<file path="config.mk">
export PLATFORM = sky130hd
export DESIGN_NAME = doodle_y
export DESIGN_NICKNAME = d
export VERILOG_FILES = /design/src/rtl/doodle_y.sv
export SDC_FILE = /design/constraint.sdc
export NUM_CORES = 1
export LEC_CHECK = 0
export CORE_MARGIN = 3
export CORE_UTILIZATION = 53
export CTS_BUF_LIST = sky130_fd_sc_hd__clkbuf_4
export DETAILED_ROUTE_END_ITERATION = 6
export GPL_ROUTABILITY_DRIVEN = 0
export GPL_TIMING_DRIVEN = 0
export PLACE_DENSITY = 0.88
export SYNTH_ARGS = -nofsm -noshare
export SYNTH_HDL_FRONTEND = slang
export SYNTH_SLANG_ARGS = --single-unit
export TNS_END_PERCENT = 50
</file>
<file path="constraint.sdc">
create_clock -name doodle_clk -period 4.9 [get_ports doodle_clk]
set_input_delay 0.735 -clock doodle_clk [delete_from_list [all_inputs] [get_ports doodle_clk]]
set_output_delay 0.735 -clock doodle_clk [all_outputs]
set_load 0.01 [all_outputs]
</file>
<file path="src/rtl/doodle_y.sv">
// Vertical-motion engine for the doodle sprite: integrates jump and gravity into d_y once per
// game tick, snaps onto platforms when falling through their top row, and latches game over at the floor.
module doodle_y #(
  parameter int VBP      = 31,
  parameter int BOTTOM   = 511,
  parameter int RESET_Y  = 400,
  parameter int D_W      = 20,
  parameter int D_H      = 20,
  parameter int P_WIDTH  = 75,
  parameter int JUMP_V   = 12,
  parameter int MAX_FALL = 8,
  parameter int G_DIV    = 4
) (
  input  logic       doodle_clk,
  input  logic       rst,
  input  logic       start,
  input  logic [9:0] d_x,
  input  logic [9:0] p1_hpos,
  input  logic [9:0] p2_hpos,
  input  logic [9:0] p3_hpos,
  input  logic [9:0] p1_vpos,
  input  logic [9:0] p2_vpos,
  input  logic [9:0] p3_vpos,
  output logic [9:0] d_y,
  output logic       falling,
  output logic       land,
  output logic       dead
);

  localparam logic [1:0] S_IDLE = 2'd0;
  localparam logic [1:0] S_RISE = 2'd1;
  localparam logic [1:0] S_FALL = 2'd2;
  localparam logic [1:0] S_DEAD = 2'd3;

  localparam int            GW     = (G_DIV > 2) ? $clog2(G_DIV) : 1;
  localparam logic [GW-1:0] G_LAST = GW'(G_DIV - 1);
  localparam logic [3:0]    JV     = 4'(JUMP_V);
  localparam logic [3:0]    MF     = 4'(MAX_FALL);
  localparam logic [10:0]   VBP_W  = 11'(VBP);
  localparam logic [10:0]   BOT_W  = 11'(BOTTOM);
  localparam logic [10:0]   DH_W   = 11'(D_H);
  localparam logic [10:0]   DW_W   = 11'(D_W);
  localparam logic [10:0]   PW_W   = 11'(P_WIDTH);
  localparam logic [9:0]    FLOOR_Y = 10'(BOTTOM - D_H);

  logic [1:0]    state;
  logic [3:0]    vel;
  logic [GW-1:0] gcnt;

  // All position arithmetic is 11 bits so sums near the bottom edge never wrap.
  function automatic logic on_plat(input logic [10:0] feet, input logic [10:0] nfeet,
                                   input logic [10:0] x, input logic [10:0] hpos,
                                   input logic [10:0] vpos);
    return (feet <= vpos) && (nfeet >= vpos) && ((x + DW_W) > hpos) && (x < (hpos + PW_W));
  endfunction

  function automatic logic [3:0] vel_sat_inc(input logic [3:0] v);
    return (v >= MF) ? MF : v + 4'd1;
  endfunction

  function automatic logic [10:0] ceil_clamp(input logic [10:0] y);
    return (y < VBP_W) ? VBP_W : y;
  endfunction

  logic [10:0] y_w, vel_w, x_w, rise_y, fall_y, feet, next_feet, land_row, snap_y;
  logic        hit1, hit2, hit3, any_hit;

  assign y_w       = {1'b0, d_y};
  assign vel_w     = {7'd0, vel};
  assign x_w       = {1'b0, d_x};
  assign rise_y    = ceil_clamp(y_w - vel_w);
  assign fall_y    = y_w + vel_w;
  assign feet      = y_w + DH_W;
  assign next_feet = fall_y + DH_W;

  assign hit1    = on_plat(feet, next_feet, x_w, {1'b0, p1_hpos}, {1'b0, p1_vpos});
  assign hit2    = on_plat(feet, next_feet, x_w, {1'b0, p2_hpos}, {1'b0, p2_vpos});
  assign hit3    = on_plat(feet, next_feet, x_w, {1'b0, p3_hpos}, {1'b0, p3_vpos});
  assign any_hit = hit1 | hit2 | hit3;

  // Lowest-numbered platform wins when several are crossed in the same tick.
  always_comb begin
    land_row = 11'd0;
    if (hit1)      land_row = {1'b0, p1_vpos};
    else if (hit2) land_row = {1'b0, p2_vpos};
    else if (hit3) land_row = {1'b0, p3_vpos};
  end

  assign snap_y = land_row - DH_W;

  always_ff @(posedge doodle_clk or posedge rst) begin
    if (rst) begin
      state <= S_IDLE;
      d_y   <= 10'(RESET_Y);
      vel   <= 4'd0;
      gcnt  <= '0;
      land  <= 1'b0;
    end else begin
      land <= 1'b0;
      case (state)
        S_IDLE: begin
          if (start) begin
            state <= S_RISE;
            vel   <= JV;
            gcnt  <= '0;
          end
        end
        S_RISE: begin
          d_y <= 10'(rise_y);
          if (gcnt == G_LAST) begin
            gcnt <= '0;
            if (vel == 4'd1) state <= S_FALL;
            else             vel   <= vel - 4'd1;
          end else begin
            gcnt <= gcnt + 1'b1;
          end
        end
        S_FALL: begin
          if (any_hit) begin
            d_y   <= 10'(snap_y);
            vel   <= JV;
            gcnt  <= '0;
            state <= S_RISE;
            land  <= 1'b1;
          end else if (next_feet >= BOT_W) begin
            d_y   <= FLOOR_Y;
            state <= S_DEAD;
          end else begin
            d_y <= 10'(fall_y);
            if (gcnt == G_LAST) begin
              gcnt <= '0;
              vel  <= vel_sat_inc(vel);
            end else begin
              gcnt <= gcnt + 1'b1;
            end
          end
        end
        default: ;
      endcase
    end
  end

  assign falling = (state == S_FALL);
  assign dead    = (state == S_DEAD);

endmodule

</file>
Word-level counts from Yosys, hierarchy flattened
Index checks and enable logic that the tools add are counted.
{"block": "op_classes", "n_addsub": 12, "order_cmp": 15, "eq_ne": 12, "mux": 28, "n_bitwise": 2, "reduce_logical": 15}
{"cell": "10-bit two-way mux", "n": 6}
{"cell": "10-bit by 7-bit adder with 11-bit output, second input constant", "n": 3}
{"cell": "11-bit by 10-bit greater-or-equal comparator with 1-bit output", "n": 3}
{"cell": "11-bit by 10-bit > comparator with 1-bit output", "n": 3}
{"cell": "11-bit by 10-bit <= comparator with 1-bit output", "n": 3}
{"cell": "10-bit by 11-bit < comparator with 1-bit output", "n": 3}
{"cell": "4-bit two-way mux", "n": 7}
{"cell": "10-bit by 5-bit adder with 11-bit output, second input constant", "n": 2}
{"cell": "10-bit one-hot mux with 2 select lines", "n": 1}
{"cell": "2-bit two-way mux", "n": 9}
{"cell": "2-bit one-hot mux with 3 select lines", "n": 2}
{"cell": "4-bit one-hot mux with 3 select lines", "n": 1}
{"cell": "10-bit by 4-bit adder with 11-bit output", "n": 1}
{"cell": "11-bit by 5-bit adder with 11-bit output, second input constant", "n": 1}
{"cell": "11-bit by 9-bit greater-or-equal comparator with 1-bit output, second input constant", "n": 1}
{"cell": "11-bit by 5-bit < comparator with 1-bit output, second input constant", "n": 1}
{"cell": "10-bit by 4-bit subtractor with 11-bit output", "n": 1}
{"cell": "10-bit by 5-bit subtractor with 10-bit output, second input constant", "n": 1}
{"cell": "1-bit logical AND", "n": 9}
{"cell": "2-bit inequality test, second input constant", "n": 4}
{"cell": "2-bit == test, second input constant", "n": 3}
{"cell": "3-bit by 1-bit inequality test with 1-bit output, second input constant", "n": 2}
{"cell": "6-bit AND reduction", "n": 1}
{"cell": "5-bit AND reduction", "n": 1}
{"cell": "13 further kinds", "n": 15}
{"block": "word_totals", "register_bits": 19, "elab_cells": 89}

Logic depth before layout (Yosys ltp)
{"block": "logic_depth", "word_depth": 12, "depth_mapped": 28, "depth_no_buf": 27}

Worst setup path after synthesis
No wires, ideal clock.
{"block": "synth_timing", "path_type": "register to register", "startpoint": "register d_y[1]", "endpoint": "register d_y[6]", "t_arrival_ps": 4732, "t_required_ps": 4796, "slack_ps": 65, "stages_incl_launch_ff": 23, "n_path_buf": 2, "cell_sequence": "dfrtp_1 > inv_1 > fa_1 > nor3_1 > nor3_1 > and4b_1 > or3_1 > and3b_2 > xnor2_2 > ha_1 > nor4_1 > o21ai_0 > a2bb2oi_1 > o211a_1 > buf_4 > buf_6 > a22oi_1 > inv_1 > ha_1 > inv_1 > a21oi_1 > xnor2_1 > a221oi_1"}
{"block": "synth_between", "elab_chain_len": 12, "elab_cells_between_ends": 31, "classes_between": "add/sub (5); order compare (8); mux (7); bitwise (2); reduce/logical (9)"}
{"item": "start, declared", "line_no": "24", "text": "output logic [9:0] d_y,"}
{"item": "start signal, assigned", "line_no": "94", "text": "d_y <= 10'(RESET_Y);"}
{"item": "start signal, assigned", "line_no": "109", "text": "d_y <= 10'(rise_y);"}
{"item": "start signal, assigned", "line_no": "120", "text": "d_y <= 10'(snap_y);"}
{"item": "10-bit by 4-bit adder with 11-bit output", "line_no": "72", "text": "assign fall_y = y_w + vel_w;"}
{"item": "11-bit by 5-bit adder with 11-bit output", "line_no": "74", "text": "assign next_feet = fall_y + DH_W;"}
{"item": "11-bit by 10-bit greater-or-equal comparator with 1-bit output", "line_no": "54", "text": "return (feet <= vpos) && (nfeet >= vpos) && ((x + DW_W) > hpos) && (x < (hpos + PW_W));"}
{"item": "1-bit logical AND (3 in series)", "line_no": "54"}
{"item": "10-bit two-way mux", "line_no": "86", "text": "else if (hit3) land_row = {1'b0, p3_vpos};"}
{"item": "10-bit two-way mux", "line_no": "85", "text": "else if (hit2) land_row = {1'b0, p2_vpos};"}
{"item": "10-bit two-way mux", "line_no": "84", "text": "if (hit1) land_row = {1'b0, p1_vpos};"}
{"item": "10-bit by 5-bit subtractor with 10-bit output", "line_no": "89", "text": "assign snap_y = land_row - DH_W;"}
{"item": "10-bit two-way mux", "line_no": "119", "text": "if (any_hit) begin"}
{"item": "10-bit one-hot mux with 2 select lines *", "line_no": "100", "text": "case (state)"}
Mark *: on every way between the ends. The rest lies on a longest branch, timed or not.
A chain may end at the register's enable or synchronous reset.

Worst setup path in the final report
{"block": "layout_timing", "startpoint": "register d_y[1]", "endpoint": "register d_y[9]"}
Same word-level chain as after synthesis.

==> metrics.md <==
| Metric | Value |
|---|---|
| Syn avg cell area | 7.825 µm² |
| Post-route setup slack | -0.2681 ns |
| Share of cells above drive strength 1 | 20.67% |
| Comb pwr share | 92.1% |
| Starting Density | 55.26% |
| Fin crit share | 105.5% |
| Pint | 0.002333 W |
| Global-route wire length before repair | 29.86 mm |
| Outcome | finished with violations |
| Worst-Margin Slew | 0.9211 ns |
| Slew margin rel. | 37.73% |
| Fin util | 74.59% |
| Total track usage | 27.98% |
| WL final | 22.66 mm |
| Yosys warnings | 0 |
| Die area | 12820 µm² |
| DP HPWL | 14.58 mm |
| Detailed-route wire length per cell | 21.30 µm |
| Critical path buffers and inverters | 5 |
| Leakage | 3.785 nW |
| Number of I/O port buffers | 85 |
| DIE HEIGHT | 113.2 µm |
| Startpoint Class | register |
| Hold buffers post-CTS | 0 |
| Cells after Synth | 779 |
| Part of the power in registers | 6.3% |
| Slowest stage delay, CP | 0.48 ns |
| Die X | 113.2 µm |
| Core Area | 11030 µm² |
| DR pass1 iterations | 7 |
| Crit-path leading delay family | compound AO/OA/AOI/OAI gates |
| Crit path time final | 5.168 ns |
| Yosys reg bits | 19 |
| Cts bufs inserted | 3 |
| Slew Viols, Final | 0 |
| ANT nets after route | 0 |
| Final Hold Fails | 0 |
| WP data arrival | 5.37 ns |
| Worst slack, placed | -0.7855 ns |
| CTS tree | done |
| Yosys top cell area share | 29.76% |
| Clock sink count | 19 |
| IO Pins | 86 |
| Post-synth EDFFs | 0 |
| VDD IR-drop max | 0.0004391 V |
| Primary FF master, synth | dfrtp_1 |
| Distinct cell type count after synthesis | 88 |
| # setup viols final | 10 |
| Crit. End Element | register |
| Worst endpoint required time | 5.11 ns |
| Worst skew pair latency | 0.31 ns |
| Nets@finish | 1145 |
| Critical-path top delay cell | nor4_1 |
| Congestion Overflow GR | 0 |
| Peak Freq | 0.1935 GHz |
| Number of global-route vias before repair | 6275 |
| Cells along the critical path | buf_6, inv_4, fa_2, buf_12, xor2_4, ha_4, a2bb2oi_2, nor2_1, a21oi_2, xnor2_2, ha_1, a21oi_1, o21ai_1, a21oi_2, o21ai_2, a21oi_2, a211oi_4, buf_6, buf_4, a21oi_1, a22oi_2, nor4_1, and4b_1, a211oi_2 |
| Clk root buf | clkbuf_4 |
| Crit path max fanout | 7 |
| Mapped cell area | 6096 µm² |
| Initial drt markers | 941 |
| Worst Skew | 0.008969 ns |
| RSZ-0062 raised after global routing | true |
| Register area share after synthesis | 7.861% |
| Min-Delay Path Class | register to register |
| Area grow syn2layout | 34.98% |
| Longest Clk Path Bufs | 2 |
| Cell Rows | 38 |
| Via-per-instance ratio | 6.693 |
| Area leader, netlist | ha_1 |
| Via Count | 7121 |
| Top cell by count, worst path | a21oi_2 |
| Failing checks | DRC, setup timing |
| Switching share of total power | 55.08% |
| Synth area leaders | ha_1 30%, dfrtp_1 6.6%, xnor2_1 6.0% |
| Most frequent cells in the layout | 132 x ha_1, 86 x inv_1, 82 x clkdlybuf4s50_1 |
| Clk network pwr share | 1.6% |
| Most common cell after layout, fill and taps aside | ha_1 |
| H-tree levels | 1 |
| Ant diodes | 0 |
| Largest net degree at the start of global routing | 20 |
| Post-Syn Nets | 999 |
| Drt drc | 5 |
| Max-Cap Viols | 0 |
| Net Sw Power | 0.002862 W |
| Crit Path Category | register to register |
| Pwr dens | 631.4 nW/µm² |
| Hold slack | 0.5533 ns |
| Worst-path clk slew | 0.12 ns |
| Antenna violations before repair | 0 |
| Post-synthesis async set-or-reset flop share | 100.0% |
repair_timing:
| action | in CTS | in global routing |
|---|---|---|
| pin swaps | 16 | 56 |
| buffers inserted | 26 | 33 |
| endpoints found under the setup margin | 18 | 18 |
| hold endpoints to repair | 0 | 0 |
| gates resized for setup | 45 | 90 |
| cloned | 0 | 1 |
sequential cells by signal (all words and copies together) (netlist names):
name and cells:
d_y 10, land 1, vel 4, state 2, gcnt 2
metal layers:
| metal | routed length [µm] | vias to the layer above | global-route usage (%) | share of wire, % |
|---|---|---|---|---|
| met4 | 1801 | 0 | 11.06 | 7.9 |
| met3 | 2291 | 181 | 3.102 | 10 |
| met5 | 0 | - | 0 | 0 |
| li1 | - | 3164 | - | - |
| met2 | 10330 | 556 | 48.54 | 46 |
| met1 | 8239 | 3220 | 35.38 | 36 |
cells in the mapped netlist (13+ instances only):
cell type	count
ha_1	145
inv_1	94
a21oi_1	65
nand2_1	52
o21ai_0	43
nor2_1	42
xnor2_1	42
nand3_1	24
dfrtp_1	16
nor3_1	15
a21o_1	14
nand4_1	14
nor2b_1	13
cells by family after synthesis:
kind of cell,share of synthesized area [%]
compound gates,28.41
simple gates,17.10
fa+ha+maj,30.42
flops,7.861
xor+xnor,8.128
buf+inv,7.430
mux,0.6568
worst paths after layout:
path                                          start                  end  slack [ns]  cells past startpoint
worst max-delay path             d_y[1]$_DFFE_PP0P_   d_y[9]$_DFFE_PP0P_       -0.27                     24
worst min-delay path            gcnt[1]$_DFFE_PP0P_  gcnt[1]$_DFFE_PP0P_        0.55                      1
worst max register to register   d_y[1]$_DFFE_PP0P_   d_y[9]$_DFFE_PP0P_       -0.27                     24
worst min register to register  gcnt[1]$_DFFE_PP0P_  gcnt[1]$_DFFE_PP0P_        0.55                      1
max in group asynchronous                       rst   d_y[3]$_DFFE_PP0P_        3.55                      2
min in group asynchronous                       rst  gcnt[0]$_DFFE_PP0P_        0.84                      2
layout make-up:
type | count | area, µm²
Sequential cell | 19 | 485.5
Tap cell | 140 | 175.2
Clock buffer | 3 | 22.52
Clock inverter | 1 | 5.005
Inverter | 95 | 364.1
Multi-Input combinational cell | 648 | 5729
Buffer | 13 | 91.34
Timing Repair Buffer | 145 | 1355
Fill cell | 714 | 2803
stage by stage:
stage	TNS (ns)	instances	area, µm²	power [W]
2_1_floorplan	0	779	6096	0.002799
3_3_place_gp	-7.524	1004	7122	0.003578
3_5_place_dp	-9.061	1004	7122	0.003686
4_1_cts	0	1033	7557	0.004107
5_1_grt	-3.947	1064	8228	0.005470
6_report	-0.9225	1064	8228	0.005195
worst reg2reg max path: cells and delay by family, from the launching register on:
family	cells	cell delay [ns]
AO/OA/AOI/OAI	11	1.69
flip-flops	1	0.43
adder cells (fa/ha/maj)	3	1.01
AND/OR/NAND/NOR	3	0.85
buffers and inverters	5	0.64
XOR/XNOR	2	0.45
power groups by stage:
| stage | clock [W] | combinational, W | sequential [W] |
|---|---|---|---|
| 6_report | 0.0000828 | 0.00478 | 0.000328 |
| 5_1_grt | 0.0000897 | 0.00505 | 0.000331 |
| 4_1_cts | 0.0000820 | 0.00374 | 0.000284 |
| 3_5_place_dp | 0 | 0.00338 | 0.000305 |
| 3_3_place_gp | 0 | 0.00327 | 0.000304 |
| 2_1_floorplan | 0 | 0.00250 | 0.000302 |
Note: power is estimated with default switching activity, not from simulation.
